$ cat config.mk
export PLATFORM = sky130hd
export DESIGN_NAME = dcache_direct_flat
export DESIGN_NICKNAME = d
export VERILOG_FILES = /design/src/rtl/dcache_direct_if.sv /design/src/rtl/dcache_direct.sv /design/src/flat_wrapper.sv
export SDC_FILE = /design/constraint.sdc
export NUM_CORES = 1
export LEC_CHECK = 0
export ABC_CLOCK_PERIOD_IN_PS = 5600
export CAP_MARGIN = 20
export CORE_ASPECT_RATIO = 1.4
export CORE_MARGIN = 3
export CORE_UTILIZATION = 53
export DETAILED_ROUTE_END_ITERATION = 7
export PLACE_DENSITY_LB_ADDON = 0.15
export SLEW_MARGIN = 20
export SYNTH_ARGS = -nofsm -noshare
export SYNTH_HDL_FRONTEND = slang
export SYNTH_SLANG_ARGS = --single-unit
$ cat constraint.sdc
create_clock -name CLK -period 5.6 [get_ports CLK]
set_clock_uncertainty 0.2 [all_clocks]
set_input_delay 1.68 -clock CLK [delete_from_list [all_inputs] [get_ports CLK]]
set_output_delay 1.68 -clock CLK [all_outputs]
set_load 0.01 [all_outputs]
$ cat src/rtl/dcache_direct_if.sv
// Bus bundle for dcache_direct: CPU data-memory port plus the block-wide
// memory port. The cache uses the slave modport; the CPU/memory side uses master.
interface dcache_direct_if;
  logic        READ;
  logic        WRITE;
  logic [7:0]  ADDRESS;
  logic [7:0]  WRITEDATA;
  logic [7:0]  READDATA;
  logic        BUSYWAIT;
  logic        MEM_READ;
  logic        MEM_WRITE;
  logic [5:0]  MEM_ADDRESS;
  logic [31:0] MEM_WRITEDATA;
  logic [31:0] MEM_READDATA;
  logic        MEM_BUSYWAIT;

  modport master (
    output READ, WRITE, ADDRESS, WRITEDATA, MEM_READDATA, MEM_BUSYWAIT,
    input  READDATA, BUSYWAIT, MEM_READ, MEM_WRITE, MEM_ADDRESS, MEM_WRITEDATA
  );

  modport slave (
    input  READ, WRITE, ADDRESS, WRITEDATA, MEM_READDATA, MEM_BUSYWAIT,
    output READDATA, BUSYWAIT, MEM_READ, MEM_WRITE, MEM_ADDRESS, MEM_WRITEDATA
  );
endinterface

$ cat src/rtl/dcache_direct.sv
// dcache_direct: direct-mapped, write-back, write-allocate byte data cache.
// 8 blocks x 4 bytes, address = tag[7:5] | index[4:2] | offset[1:0].
// A miss writes back a dirty victim, fetches the new block, installs it and
// lets the held request complete as a hit in IDLE.
// Optional feature macro: DCACHE_STATS_EN adds saturating HIT_COUNT/MISS_COUNT.
module dcache_direct (
  input  logic CLK,
  input  logic RESET,
  dcache_direct_if.slave bus
`ifdef DCACHE_STATS_EN
  ,
  output logic [15:0] HIT_COUNT,
  output logic [15:0] MISS_COUNT
`endif
);

  typedef enum logic [1:0] {IDLE, WRITEBACK, FETCH, UPDATE} state_t;

  state_t      state_q, state_d;
  logic [31:0] data_arr [8];
  logic [2:0]  tag_arr  [8];
  logic [7:0]  valid_q;
  logic [7:0]  dirty_q;
  logic [31:0] fill_q;
  logic [7:0]  readdata_q;

  logic [2:0]  tag;
  logic [2:0]  idx;
  logic [1:0]  off;
  logic        req;
  logic        hit;
  logic        victim_dirty;
  logic        idle_hit;
  logic        rd_hit;
  logic        wr_hit;
  logic        idle_miss;
  logic [7:0]  sel_byte;

  logic        busywait;
  logic        mem_read;
  logic        mem_write;
  logic [5:0]  mem_address;
  logic [31:0] mem_writedata;
  logic [7:0]  readdata;

  assign tag          = bus.ADDRESS[7:5];
  assign idx          = bus.ADDRESS[4:2];
  assign off          = bus.ADDRESS[1:0];
  assign req          = bus.READ | bus.WRITE;
  assign hit          = valid_q[idx] && (tag_arr[idx] == tag);
  assign victim_dirty = valid_q[idx] & dirty_q[idx];
  assign sel_byte     = 8'(data_arr[idx] >> {off, 3'b000});
  assign idle_hit     = (state_q == IDLE) && req && hit;
  assign idle_miss    = (state_q == IDLE) && req && !hit;
  // READ wins over an illegal simultaneous WRITE
  assign rd_hit       = idle_hit && bus.READ;
  assign wr_hit       = idle_hit && bus.WRITE && !bus.READ;

  // Next state and all bus outputs; outputs are forced idle while reset is held
  always_comb begin
    state_d       = state_q;
    busywait      = 1'b0;
    mem_read      = 1'b0;
    mem_write     = 1'b0;
    mem_address   = '0;
    mem_writedata = '0;
    readdata      = readdata_q;
    if (RESET) begin
      case (state_q)
        IDLE: begin
          if (req) begin
            if (hit) begin
              if (bus.READ) readdata = sel_byte;
            end else begin
              busywait = 1'b1;
              state_d  = victim_dirty ? WRITEBACK : FETCH;
            end
          end
        end
        WRITEBACK: begin
          busywait      = 1'b1;
          mem_write     = 1'b1;
          mem_address   = {tag_arr[idx], idx};
          mem_writedata = data_arr[idx];
          if (!bus.MEM_BUSYWAIT) state_d = FETCH;
        end
        FETCH: begin
          busywait    = 1'b1;
          mem_read    = 1'b1;
          mem_address = bus.ADDRESS[7:2];
          if (!bus.MEM_BUSYWAIT) state_d = UPDATE;
        end
        UPDATE: begin
          busywait = 1'b1;
          state_d  = IDLE;
        end
        default: state_d = IDLE;
      endcase
    end
  end

  assign bus.BUSYWAIT      = busywait;
  assign bus.MEM_READ      = mem_read;
  assign bus.MEM_WRITE     = mem_write;
  assign bus.MEM_ADDRESS   = mem_address;
  assign bus.MEM_WRITEDATA = mem_writedata;
  assign bus.READDATA      = readdata;

  // Control state: FSM, valid/dirty bits and the held read byte
  always_ff @(posedge CLK or negedge RESET) begin
    if (!RESET) begin
      state_q    <= IDLE;
      valid_q    <= '0;
      dirty_q    <= '0;
      readdata_q <= '0;
    end else begin
      state_q <= state_d;
      if (state_q == UPDATE) begin
        valid_q[idx] <= 1'b1;
        dirty_q[idx] <= 1'b0;
      end
      if (wr_hit) dirty_q[idx] <= 1'b1;
      if (rd_hit) readdata_q <= sel_byte;
    end
  end

  // Data and tag storage: fill capture, block install and byte writes (not reset)
  always_ff @(posedge CLK) begin
    if (state_q == FETCH && !bus.MEM_BUSYWAIT) fill_q <= bus.MEM_READDATA;
    if (state_q == UPDATE) begin
      data_arr[idx] <= fill_q;
      tag_arr[idx]  <= tag;
    end
    if (wr_hit) data_arr[idx][{off, 3'b000} +: 8] <= bus.WRITEDATA;
  end

`ifdef DCACHE_STATS_EN
  // Saturating hit/miss counters
  always_ff @(posedge CLK or negedge RESET) begin
    if (!RESET) begin
      HIT_COUNT  <= '0;
      MISS_COUNT <= '0;
    end else begin
      if (idle_hit && HIT_COUNT != 16'hFFFF)   HIT_COUNT  <= HIT_COUNT + 16'd1;
      if (idle_miss && MISS_COUNT != 16'hFFFF) MISS_COUNT <= MISS_COUNT + 16'd1;
    end
  end
`endif

endmodule
$ cat src/flat_wrapper.sv
// flat-port wrapper written by rule: the top's interface ports become plain ports
module dcache_direct_flat 
  (CLK, RESET, bus_READ, bus_WRITE, bus_ADDRESS, bus_WRITEDATA, bus_MEM_READDATA, bus_MEM_BUSYWAIT, bus_READDATA, bus_BUSYWAIT, bus_MEM_READ, bus_MEM_WRITE, bus_MEM_ADDRESS, bus_MEM_WRITEDATA);
  dcache_direct_if bus_i ();
  input  logic CLK;
  input  logic RESET;
  input wire logic [$bits(bus_i.READ)-1:0] bus_READ;
  input wire logic [$bits(bus_i.WRITE)-1:0] bus_WRITE;
  input wire logic [$bits(bus_i.ADDRESS)-1:0] bus_ADDRESS;
  input wire logic [$bits(bus_i.WRITEDATA)-1:0] bus_WRITEDATA;
  input wire logic [$bits(bus_i.MEM_READDATA)-1:0] bus_MEM_READDATA;
  input wire logic [$bits(bus_i.MEM_BUSYWAIT)-1:0] bus_MEM_BUSYWAIT;
  output wire logic [$bits(bus_i.READDATA)-1:0] bus_READDATA;
  output wire logic [$bits(bus_i.BUSYWAIT)-1:0] bus_BUSYWAIT;
  output wire logic [$bits(bus_i.MEM_READ)-1:0] bus_MEM_READ;
  output wire logic [$bits(bus_i.MEM_WRITE)-1:0] bus_MEM_WRITE;
  output wire logic [$bits(bus_i.MEM_ADDRESS)-1:0] bus_MEM_ADDRESS;
  output wire logic [$bits(bus_i.MEM_WRITEDATA)-1:0] bus_MEM_WRITEDATA;
  assign bus_i.READ = bus_READ;
  assign bus_i.WRITE = bus_WRITE;
  assign bus_i.ADDRESS = bus_ADDRESS;
  assign bus_i.WRITEDATA = bus_WRITEDATA;
  assign bus_i.MEM_READDATA = bus_MEM_READDATA;
  assign bus_i.MEM_BUSYWAIT = bus_MEM_BUSYWAIT;
  assign bus_READDATA = bus_i.READDATA;
  assign bus_BUSYWAIT = bus_i.BUSYWAIT;
  assign bus_MEM_READ = bus_i.MEM_READ;
  assign bus_MEM_WRITE = bus_i.MEM_WRITE;
  assign bus_MEM_ADDRESS = bus_i.MEM_ADDRESS;
  assign bus_MEM_WRITEDATA = bus_i.MEM_WRITEDATA;
  dcache_direct u_core (.CLK(CLK), .RESET(RESET), .bus(bus_i));
endmodule
==> results of run 1 <==
placed cells by master, fill, tap and decap left out, types with 9 or more instances in the layout:
master | Yosys | final
nor2_1 | 59 | 56
clkbuf_16 | 0 | 35
a22oi_1 | 12 | 10
inv_1 | 54 | 53
nand2_1 | 66 | 61
mux2_2 | 25 | 19
buf_12 | 0 | 14
edfxtp_1 | 312 | 312
o21ai_0 | 18 | 14
buf_4 | 2 | 167
ha_1 | 9 | 9
clkdlybuf4s50_1 | 0 | 74
or3b_2 | 9 | 9
dfrtp_1 | 26 | 26
buf_6 | 3 | 19
o21a_1 | 25 | 24
a21oi_1 | 24 | 18
dlygate4sd2_1 | 0 | 10
a221oi_1 | 14 | 12
mux2i_1 | 87 | 80
nand3_1 | 16 | 16
mux4_2 | 22 | 22
power by group through the flow:
stage	Combinational [uW]	Sequential, uW	Clock, uW
floorplan	606	3150	0
global placement	1150	3170	0
detailed placement	1170	3170	0
CTS	1220	3120	2210
global route	1340	3140	2310
finish	1260	3120	2180
metal layers:
layer	vias to the layer above	global-route usage (%)	routed length, um
met2	471	47.2	20600
li1	4324	-	-
met5	-	0	0
met3	91	3.51	2600
met1	4868	35.4	15700
met4	0	9.45	1360
critical path: cells and delay by family:
kind / cells / cell delay, ns
buf+inv: 5 / 0.80
simple gates: 3 / 0.24
mux: 1 / 0.25
compound gates: 2 / 0.80
cell usage after synthesis, types with 7 or more instances:
master / count
a21oi_1: 24
a221o_1: 8
a221oi_1: 14
a22oi_1: 12
a32o_1: 8
and2_1: 7
and3_1: 9
buf_1: 7
buf_2: 12
clkbuf_1: 28
dfrtp_1: 26
edfxtp_1: 312
ha_1: 9
inv_1: 54
mux2_2: 25
mux2i_1: 87
mux4_2: 22
nand2_1: 66
nand2b_1: 7
nand3_1: 16
nor2_1: 59
nor2b_1: 11
nor3_1: 9
o21a_1: 25
o21ai_0: 18
o22ai_1: 15
or2_2: 8
or3b_2: 9
cell type report:
| cell class | count | share of cell area [%] |
|---|---|---|
| Sequential cell | 338 | 52.6 |
| Multi-Input combinational cell | 534 | 23.6 |
| Timing Repair Buffer | 299 | 14.7 |
| Clock buffer | 41 | 4.72 |
| Tap cell | 365 | 2.40 |
| Inverter | 56 | 1.10 |
| Clock inverter | 18 | 0.861 |
worst max path at each step:
stage | endpoint | cells past startpoint
finish | bus_READDATA[4] | 11
global placement | bus_READDATA[4] | 10
detailed placement | bus_READDATA[4] | 10
floorplan | bus_READDATA[0] | 8
global route | bus_READDATA[7] | 11
CTS | bus_READDATA[4] | 11
cells by family after synthesis:
| group | after synthesis |
|---|---|
| compound gates | 164 |
| fa+ha+maj | 9 |
| buf+inv | 109 |
| flops | 338 |
| mux | 134 |
| simple gates | 227 |
registers in the layout, summed over array words and instances (netlist names), named ones only:
register / cells
u_core.state_q: 2
u_core.valid_q: 8
u_core.dirty_q: 6
u_core.data_arr: 256
u_core.tag_arr: 24
u_core.fill_q: 32
u_core.readdata_q: 8
through the flow:
| stage | cells | util [%] |
|---|---|---|
| after floorplan | 981 | - |
| after global placement | 1571 | 64.2 |
| after detailed placement | 1571 | 64.2 |
| after CTS | 1648 | 69.9 |
| after global routing | 1651 | 70.5 |
| final | 1651 | 70.5 |
repair_timing:
| item | in CTS | in global routing |
|---|---|---|
| gates resized for setup | 129 | 32 |
| cloned | 1 | 0 |
| pin swaps | 19 | 5 |
| setup endpoints to repair | 34 | 19 |
| setup buffers | 17 | 3 |
==> results.yml, run 1 <==
setup_path:
  cpPeakStageDelay_ns: 0.49
  crit_type: "input port to primary output"
  path_cells: "buf_16 > buf_8 > nor2_1 > buf_4 > a221o_1 > a222oi_1 > buf_4 > nand2_2 > and3_4 > mux2_4 > buf_6"
  timing.rr.end: "u_core.data_arr[1][24]"
  r2r_cells: 9
  slowest_stage: "a222oi_1"
  cp.required_ns: 3.72
  worst_setup_path_start_kind: "input port"
  crit_fanout: 16
  endpoint_kind: "primary output"
  worstReg2RegStart: "u_core.tag_arr[5][1]"
  cpMostUsedCell: "buf_4"
  rrSetupSlack_ns: 2.06
  critPathLaunch: "bus_ADDRESS[3]"
  crit_arrival_ns: 3.77
yosys:
  syn_inst: 981
  synth_area_um2: 14600
  synth_area_per_cell_um2: 14.9
  ys_warn_count: 0
  synth_seq_cells: 338
  synth_edf_count: 312
  synth_top_family_by_area: "multiplexers"
  syn_nets: 1043
  synth_top_area_cell: "edfxtp_1"
  synth_xor_area_share_pct: 0
  seq_area_frac_synth_pct: 68.5
  ys.flop_type: "edfxtp_1"
  yosys-top-cells-area: "edfxtp_1, mux2i_1, dfrtp_1"
  yosysUniqueCellTypes: 61
  yosysTopAreaCellShare_pct: 64.0
  async_reset_ff_share_pct: 7.69
  synth-simple-area-share_pct: 8.09
  synthMuxAreaShare_pct: 11.3
  yosys.area_share.adder_pct: 0.770
  synth_compound_area_share_pct: 8.21
pwr:
  power.total_uw: 6560
  switchingPower_uw: 1710
  peakVddDrop_mv: 0.248
  combPwrFrac_pct: 19.2
  p_clk_share_pct: 33.3
  p_int_uw: 4850
  p_seq_share_pct: 47.6
  switching_share_pct: 26.1
  powerDensity_nw_per_um2: 345
  power.leakage_uw: 0.00706
floorplanning:
  start_util_pct: 54.2
  die_w_um: 146
  die_area_um2: 29700
  io_pins: 102
  rows: 71
  core_area_um2: 27000
  die_h_um: 203
status:
  outcome: "complete, but fails checks"
  violations: "negative setup slack"
clock_tree:
  numCtsBuffers: 34
  h-tree-depth: 2
  clockRootBuffer: "clkbuf_16"
  cts_hold_buf: 0
  cts_tree: "done"
  clock_latency_ns: 0.52
  numClockSinks: 338
  cts_max_path_buffers: 3
  path_clk_slew_ns: 0.06
timing:
  hold_viol_final: 0
  setup_viol: 7
  clock.fmax_ghz: 0.177
  worst_slew_pin_slew_ns: 0.745
  grt_setup_unrepaired: "yes"
  finalSetupTns_ns: -0.257
  holdWs_ns: 0.265
  slew_headroom_pct: 48.9
  final.min_clock_period_ns: 5.65
  drv_slew: 0
  fin_ws_ns: -0.0461
  post-route-period-util_pct: 101
final_layout:
  final_net_count: 1325
  regArea_um2: 10000
  n_fill_cell: 1865
  n_antenna_cell: 0
  fin_area_um2: 19000
  multi_input_area_um2: 4500
  drive_gt1_share_pct: 30.6
  area_growth_pct: 30.1
placed_design:
  dp_hpwl_mm: 28.1
  dp_slack_ns: -0.664
  io_buffers: 101
  globalplace.congestion: 0.906
  placed_cell_area_um2: 17300
run:
  maxCapViolations: 0
global_routing:
  grt_overflow: 0
  antenna_found_initial: 0
  grt_pass1_vias: 9819
  grt_pass1_wl_mm: 60.4
  grt_max_degree: 34
  grt_usage_pct: 27.1
worst_hold_path:
  holdPathEnd: "u_core.valid_q[5]"
  hold_start: "u_core.valid_q[5]"
  min_path_cells: 1
  hp-class: "register to register"
route:
  via_count: 9754
  drt_iter0_drc: 860
  routed_via_density: 5.91
  drt_wl_total_mm: 40.3
  remaining_drc_errors: 0
  firstDrtPassIters: 7
  final_antenna_net_count: 0
  routedWlPerCell_um: 24.4
Power figures use the tool's default switching activity.
==> run 2, diff against run 1 <==
==> constraint.sdc (replaced) <==
create_clock -name CLK -period 5.6 [get_ports CLK]
set_clock_uncertainty 0.2 [all_clocks]
set_input_delay 1.12 -clock CLK [delete_from_list [all_inputs] [get_ports CLK]]
set_output_delay 1.12 -clock CLK [all_outputs]
set_load 0.01 [all_outputs]
==> results.yml, run 2 (synthesis gave the netlist of run 1 again) <==
setup_path:
  worst_setup_path_start_kind: "input port"
  cp.required_ns: 4.28
  crit_fanout: 20
  critPathLaunch: "bus_ADDRESS[4]"
  endpoint_kind: "primary output"
  crit_arrival_ns: 4.09
  timing.rr.end: "u_core.data_arr[7][5]"
  worstSetupEndpoint: "bus_READDATA[2]"
  rrSetupSlack_ns: 2.04
  crit_type: "input port to primary output"
  r2r_cells: 8
  worstReg2RegStart: "u_core.tag_arr[3][1]"
timing:
  finalSetupTns_ns: 0
  setup_viol: 0
  post-route-period-util_pct: 96.6
  drv_slew: 0
  worst_slew_pin_slew_ns: 0.963
  clock.fmax_ghz: 0.185
  hold_viol_final: 0
  fin_ws_ns: 0.192
  grt_setup_unrepaired: "no"
  slew_headroom_pct: 35.6
  final.min_clock_period_ns: 5.41
final_layout:
  n_antenna_cell: 0
  mostFrequentLayoutCell: "edfxtp_1"
  largest_reg_flops: 256
  n_fill_cell: 1998
  drive_gt1_share_pct: 17.3
  final_net_count: 1206
  reg_top3: "u_core.data_arr x256, u_core.fill_q x32, u_core.tag_arr x24"
  area_growth_pct: 20.3
  final_cell_mix: "edfxtp_1, clkdlybuf4s50_1, mux2i_1"
  regMostFlops: "u_core.data_arr"
floorplanning:
  rows: 71
  die_area_um2: 29700
  io_pins: 102
  die_w_um: 146
  die_h_um: 203
  core_area_um2: 27000
  start_util_pct: 54.2
clock_tree:
  numCtsBuffers: 34
  cts_max_path_buffers: 3
  numClockSinks: 338
  h-tree-depth: 2
  ctsResizeCount: 0
  clockRootBuffer: "clkbuf_16"
  clock_latency_ns: 0.51
  cts_hold_buf: 0
  cts_tree: "done"
  path_clk_slew_ns: 0.06
placed_design:
  dp_hpwl_mm: 27.4
  dp_slack_ns: 0.0944
  globalplace.congestion: 0.962
  io_buffers: 101
worst_hold_path:
  hp-class: "register to register"
global_routing:
  grt_max_degree: 40
  grt_pass1_wl_mm: 58.1
  grt_usage_pct: 26.4
  antenna_found_initial: 0
  grt_overflow: 0
  grt_pass1_vias: 9261
status:
  outcome: "complete, no violations"
route:
  drt_wl_total_mm: 39.1
  final_antenna_net_count: 0
  routed_via_density: 6.06
  firstDrtPassIters: 6
  routedWlPerCell_um: 25.5
  drt_iter0_drc: 709
  via_count: 9296
  remaining_drc_errors: 0
run:
  maxCapViolations: 0
pwr:
  power.leakage_uw: 0.00619
  peakVddDrop_mv: 0.255
  powerDensity_nw_per_um2: 368
[run 2: changes by cell type in the layout (fill, tap and decap cells not counted), moves of 7 or more]
cell and change:
buf_12 -11, o22ai_1 +7, buf_4 -91, clkdlybuf4s50_1 +24
buf_6 -19, clkinv_1 +7, dlygate4sd2_1 -10, mux2i_1 +7
[run 2: through the flow]
step | instances | total power [uW] | hold WS, ns | util (%) | instance area, um2
6_report | 1534 | 6480 | 0.264 | 65.1 | 17600
5_1_grt | 1534 | 6720 | 0.282 | 65.1 | 17600
4_1_cts | 1532 | 6490 | 0.266 | 65.0 | 17600
3_5_place_dp | 1471 | 4250 | 0.250 | 60.9 | 16500
3_3_place_gp | 1471 | 4230 | 0.243 | 60.9 | 16500
2_1_floorplan | 981 | 3740 | 0.229 | - | 14600
[run 2: worst min path at each step]
| stage | start | cells past startpoint | slack, ns | end |
|---|---|---|---|---|
| finish | u_core.valid_q[6] | 1 | 0.26 | u_core.valid_q[6] |
| global route | u_core.valid_q[2] | 1 | 0.28 | u_core.valid_q[2] |
| floorplan | u_core.valid_q[6] | 1 | 0.23 | u_core.valid_q[6] |
| detailed placement | u_core.valid_q[5] | 1 | 0.25 | u_core.valid_q[5] |
| CTS | u_core.valid_q[6] | 1 | 0.27 | u_core.valid_q[6] |
| global placement | u_core.valid_q[3] | 1 | 0.24 | u_core.valid_q[3] |
[run 2: what timing repair did]
| action | CTS | global route |
|---|---|---|
| endpoints found under the hold margin | 0 | 0 |
| endpoints found under the setup margin | 0 | 1 |
| buffers inserted | 0 | 1 |
[run 2: critical path, cell delays in order]
cell	delay [ns]
buf_2	0.43
buf_12	0.22
buf_4	0.17
mux2_2	0.35
a2111oi_0	0.71
a22o_1	0.25
nor3_1	0.07
mux2_2	0.28
clkdlybuf4s50_1	0.47
[run 2: layout make-up]
type,instances,area [um2],area share (%)
sequential,338,10000,57.0
multi-input combinational,534,4150,23.6
timing repair buffer,180,1650,9.37
clock buffer,41,908,5.16
tap,365,457,2.60
inverter,56,210,1.19
clock inverter,20,196,1.12
[run 2: routing by layer]
layer  vias up  part of all wire [%]  track usage [%]
met5         -                     0                0
met4         0                   4.1             10.6
met3        93                   8.3             5.22
met2       481                    49             43.5
met1      4647                    39             34.7
li1       4075                     -                -
[run 2: power by group]
group	switching [uW]	internal, uW
clock	923	1340
combinational	665	433
sequential	62.2	3060
